<file path="config.mk">
export PLATFORM = sky130hd
export DESIGN_NAME = dcache_port_arbiter
export DESIGN_NICKNAME = d
export VERILOG_FILES = /design/src/rtl/dcache_port_arbiter.sv
export SDC_FILE = /design/constraint.sdc
export NUM_CORES = 1
export LEC_CHECK = 0
export BUFFER_PORTS_ARGS = -buffer_cell sky130_fd_sc_hd__buf_2
export CORE_MARGIN = 5
export CORE_UTILIZATION = 30
export CTS_CLUSTER_SIZE = 12
export DETAILED_ROUTE_END_ITERATION = 8
export GPL_ROUTABILITY_DRIVEN = 0
export PLACE_DENSITY = 0.69
export RECOVER_POWER = 100
export SLEW_MARGIN = 10
export SYNTH_ARGS = -nofsm -noshare
export SYNTH_HDL_FRONTEND = slang
export SYNTH_SLANG_ARGS = --single-unit
</file>
<file path="constraint.sdc">
create_clock -name clk_i -period 4.68 [get_ports clk_i]
set_input_delay 0.702 -clock clk_i [delete_from_list [all_inputs] [get_ports clk_i]]
set_output_delay 0.702 -clock clk_i [all_outputs]
set_load 0.01 [all_outputs]
</file>
<file path="src/rtl/dcache_port_arbiter.sv">
// Shares the single data-cache port between speculative loads and committed stores.
// Loads win arbitration unless a store has been starved for STARVE_LIMIT cycles.
module dcache_port_arbiter #(
    parameter int STARVE_LIMIT = 4,
    parameter int CNT_W        = 3
) (
    input  logic        clk_i,
    input  logic        rst_ni,
    input  logic        squash_i,
    input  logic        ld_req_i,
    input  logic [31:0] ld_addr_i,
    input  logic [2:0]  ld_size_i,
    output logic        ld_grant_o,
    output logic        ld_valid_o,
    output logic [31:0] ld_data_o,
    input  logic        st_req_i,
    input  logic [31:0] st_addr_i,
    input  logic [2:0]  st_size_i,
    input  logic [31:0] st_data_i,
    output logic        st_grant_o,
    output logic        st_done_o,
    output logic [1:0]  mem_cmd_o,
    output logic [31:0] mem_addr_o,
    output logic [2:0]  mem_size_o,
    output logic [31:0] mem_wdata_o,
    input  logic        mem_ack_i,
    input  logic [31:0] mem_rdata_i
);

    localparam logic [1:0] CMD_NONE  = 2'b00;
    localparam logic [1:0] CMD_LOAD  = 2'b01;
    localparam logic [1:0] CMD_STORE = 2'b10;
    localparam logic [CNT_W-1:0] LIMIT = CNT_W'(STARVE_LIMIT);

    typedef enum logic [1:0] {
        IDLE,
        LD_BUSY,
        ST_BUSY,
        DRAIN
    } state_e;

    state_e            state_q;
    logic [CNT_W-1:0]  cnt_q;
    logic [CNT_W-1:0]  cnt_d;
    logic              ld_valid_q;
    logic [31:0]       ld_data_q;
    logic              st_done_q;
    logic [1:0]        cmd_q;
    logic [31:0]       addr_q;
    logic [2:0]        size_q;
    logic [31:0]       wdata_q;
    logic              ld_elig;
    logic              st_win;
    logic              ld_win;

    // Grants are decided in the request cycle so the requester can drop req at once.
    always_comb begin
        ld_elig = ld_req_i && !squash_i;
        st_win  = rst_ni && (state_q == IDLE) && st_req_i
                  && ((cnt_q == LIMIT) || !ld_elig);
        ld_win  = rst_ni && (state_q == IDLE) && ld_elig && !st_win;
        cnt_d   = cnt_q;
        if (st_win) begin
            cnt_d = '0;
        end else if (st_req_i && (cnt_q != LIMIT)) begin
            cnt_d = cnt_q + 1'b1;
        end
    end

    always_ff @(posedge clk_i or negedge rst_ni) begin
        if (!rst_ni) begin
            state_q    <= IDLE;
            cnt_q      <= '0;
            ld_valid_q <= 1'b0;
            ld_data_q  <= '0;
            st_done_q  <= 1'b0;
            cmd_q      <= CMD_NONE;
            addr_q     <= '0;
            size_q     <= '0;
            wdata_q    <= '0;
        end else begin
            cnt_q      <= cnt_d;
            ld_valid_q <= 1'b0;
            st_done_q  <= 1'b0;
            case (state_q)
                IDLE: begin
                    if (st_win) begin
                        cmd_q   <= CMD_STORE;
                        addr_q  <= st_addr_i;
                        size_q  <= st_size_i;
                        wdata_q <= st_data_i;
                        state_q <= ST_BUSY;
                    end else if (ld_win) begin
                        cmd_q   <= CMD_LOAD;
                        addr_q  <= ld_addr_i;
                        size_q  <= ld_size_i;
                        wdata_q <= '0;
                        state_q <= LD_BUSY;
                    end
                end
                LD_BUSY: begin
                    if (mem_ack_i) begin
                        cmd_q      <= CMD_NONE;
                        addr_q     <= '0;
                        size_q     <= '0;
                        wdata_q    <= '0;
                        ld_valid_q <= !squash_i;
                        if (!squash_i) begin
                            ld_data_q <= mem_rdata_i;
                        end
                        state_q    <= IDLE;
                    end else if (squash_i) begin
                        // Memory still owes an ack; swallow it in DRAIN.
                        state_q <= DRAIN;
                    end
                end
                ST_BUSY: begin
                    if (mem_ack_i) begin
                        cmd_q     <= CMD_NONE;
                        addr_q    <= '0;
                        size_q    <= '0;
                        wdata_q   <= '0;
                        st_done_q <= 1'b1;
                        state_q   <= IDLE;
                    end
                end
                DRAIN: begin
                    if (mem_ack_i) begin
                        cmd_q   <= CMD_NONE;
                        addr_q  <= '0;
                        size_q  <= '0;
                        wdata_q <= '0;
                        state_q <= IDLE;
                    end
                end
                default: state_q <= IDLE;
            endcase
        end
    end

    assign ld_grant_o  = ld_win;
    assign st_grant_o  = st_win;
    assign ld_valid_o  = ld_valid_q;
    assign ld_data_o   = ld_data_q;
    assign st_done_o   = st_done_q;
    assign mem_cmd_o   = cmd_q;
    assign mem_addr_o  = addr_q;
    assign mem_size_o  = size_q;
    assign mem_wdata_o = wdata_q;

endmodule

</file>
==> impl_results.md <==
- Post-route cell area: 6170 sq um
- Crit. End Element: register
- Dpl hpwl: 9.10 mm
- # port buffers: 244
- Setup repair after global routing missed its margin: no
- CTS Buf Count: 9
- Initial core utilization: 30.6%
- Worst path top cell family by delay: buffers and inverters
- Die area: 18100 sq um
- Crit path cell chain: clkbuf_1 -> inv_1 -> nor4b_1 -> clkbuf_1 -> mux2_2
- Routed Wire Length: 12.4 mm
- Initial antenna violation count: 0
- Via count: 3767
- Crit Path Class: in2reg
- CP most frequent cell: clkbuf_1
- Max incr delay on CP: 1.30 ns
- DP Area: 6030 sq um
- Post-synth EDFFs: 0
- Core Rows: 45
- Clk_lat worst skew: 0.34 ns
- Skew final: 0.00525 ns
- Period utilization: 75.9%
- Synth cell types: 32
- Worst slack at placement: 1.23 ns
- Drt first pass iters: 4
- Hold Startpoint: mem_cmd_o[1]
- Top-count cell post-synth: dfrtp_1
- Max-slew violations: 109
- Die W: 135 um
- CP arrival: 3.78 ns
- Hold Path Class: reg2reg
- Failing checks: max-capacitance violations, max-slew violations
- Slew HR: -11.1%
- H-Tree Depth: 3
- Final setup fails: 0
- Mapped Cells: 375
- Pwr Density: 534 nW/um^2
- Antenna viol nets, final: 0
- Synth cell count leaders: dfrtp_1, and2_1, mux2i_1
- Tmin final: 3.55 ns
- Sequential area share after synthesis: 58.1%
- Post-placement cell count: 787
- Endpoints failing hold: 0
- Setup TNS Final: 0 ns
- Root buf cell: clkbuf_16
- Synthesized Nets: 517
- Lkg Pwr: 3.11 nW
- Reg2reg start: state_q[1]
- Number of global-route vias before repair: 3729
- Resized cells post-CTS: 0
- Via density: 4.70
- Die H: 135 um
- Setup crit start: mem_ack_i
- Mapped cell area: 4650 sq um
- Total GRT Usage: 13.5%
- Core area: 15200 sq um
- Largest net degree at the start of global routing: 62
- GRT overflow: 0
- Flop2flop setup slack: 1.24 ns
- Top_reg_cell synth: dfrtp_1
- Synth warn: 0
- Cts hold-fix bufs: 0
- Status: complete, but fails checks
- Final nets: 752
- Synthesized area per cell: 12.4 sq um
- Wirelength per Cell: 15.4 um
- Crit path max-delay cell type: nor4b_1
- Worst path buffer plus inverter count: 3
- First-pass GRT wire length: 19.4 mm
- Clock slew at reported path FFs: 0.07 ns
- Post-route setup slack: 1.13 ns
- Startpoint Class: input pin
- Share of cells above drive strength 1: 30.8%
- CTS tree: done
- P&R area growth vs syn: 32.6%
- Clk buf depth: 2
- FMAX: 281 MHz
- Post-synth top area share: 58.1%
- DRC: 0
- Slew @ Worst Pin: 1.64 ns
- Cell taking the most area after synthesis: dfrtp_1
- Final non-filler cell total: 802
- Sink count of the clock tree: 108
- Top post-synthesis cells by area: dfrtp_1, mux2i_1, mux2_2
- Critical path data required time: 4.91 ns
- Antenna fix cells: 0
- DRT iter0 DRCs: 149
- Max Cap Viol: 3
- Maximum vdd drop: 0.000176 V
- Ports: 245
- Share of flip-flops with an asynchronous set or reset: 100%
- Setup Buffers After CTS: 0
- Critical Path Fanout Max: 25
- #FFs+latches synth: 108
[final cells by class]
cell class | count | area (sq um)
tap | 188 | 235
inverter | 5 | 18.8
sequential | 108 | 2700
timing repair buffer | 251 | 1130
clock inverter | 4 | 73.8
multi-input combinational | 235 | 1770
fill | 1557 | 9030
clock buffer | 11 | 233
[metal layers]
| metal | wire (um) | GRT usage, % | up-vias |
|---|---|---|---|
| met1 | 5310 | 16.7 | 1790 |
| met2 | 5830 | 22.3 | 153 |
| met3 | 1050 | 4.36 | 11 |
| met4 | 159 | 4.24 | 0 |
| met5 | 0 | 0 | - |
| li1 | - | - | 1813 |
[placed cells by master (no fill, tap or decap), drive strengths merged]
| cell type | Yosys | layout |
|---|---|---|
| nor2 | 2 | 2 |
| a21oi | 1 | 1 |
| a211o | 1 | 1 |
| nor3 | 1 | 1 |
| clkinv | 1 | 2 |
| mux2i | 36 | 36 |
| nand2 | 6 | 6 |
| inv | 4 | 5 |
| bufinv | 0 | 2 |
| o21ai | 38 | 38 |
| or2 | 1 | 1 |
| a22o | 32 | 32 |
| dfrtp | 108 | 108 |
| nor3b | 2 | 2 |
| o211ai | 2 | 2 |
| mux2 | 32 | 32 |
| and2 | 36 | 36 |
| a21o | 3 | 3 |
| clkbuf | 12 | 121 |
| and3 | 1 | 1 |
| buf | 15 | 141 |
| nor2b | 1 | 1 |
| nor4b | 1 | 1 |
| a2bb2oi | 1 | 1 |
| ha | 2 | 2 |
| nand3 | 35 | 35 |
| and4b | 1 | 1 |
[power by group]
part / switching [W] / internal (W)
Clock: 0.000324 / 0.000468
Combinational: 0.000599 / 0.000450
Sequential: 0.000184 / 0.00127
[cell families after synthesis]
| group | after synthesis | share of synthesized area (%) |
|---|---|---|
| buf+inv | 32 | 3.50 |
| simple gates | 87 | 10.7 |
| fa+ha+maj | 2 | 0.538 |
| flops | 108 | 58.1 |
| compound gates | 78 | 11.7 |
| mux | 68 | 15.5 |
[flip-flops by register name (all words and copies together) (netlist names)]
| signal | flops |
|---|---|
| ld_valid_o | 1 |
| mem_size_o | 3 |
| cnt_q | 3 |
| mem_wdata_o | 32 |
| mem_addr_o | 32 |
| state_q | 2 |
| ld_data_o | 32 |
| mem_cmd_o | 2 |
| st_done_o | 1 |
[path summary, 6_finish.rpt]
path                       depth (start not counted)              to
min reg2reg                                        1    mem_cmd_o[1]
max reg2reg                                        3   ld_data_o[31]
min in group asynchronous                          2      state_q[1]
max                                                5   ld_data_o[31]
min                                                1    mem_cmd_o[1]
max in group asynchronous                          3  mem_addr_o[24]
[per-stage QoR]
step | hold WS, ns | utilization (%) | total power [W]
final | 0.474 | 40.6 | 0.00329
after global placement | 0.454 | 39.7 | 0.00261
after global routing | 0.500 | 40.6 | 0.00353
after detailed placement | 0.460 | 39.7 | 0.00264
after floorplan | 0.406 | - | 0.00210
after CTS | 0.475 | 41.7 | 0.00346
No activity file was read; power rests on OpenSTA's default activity.
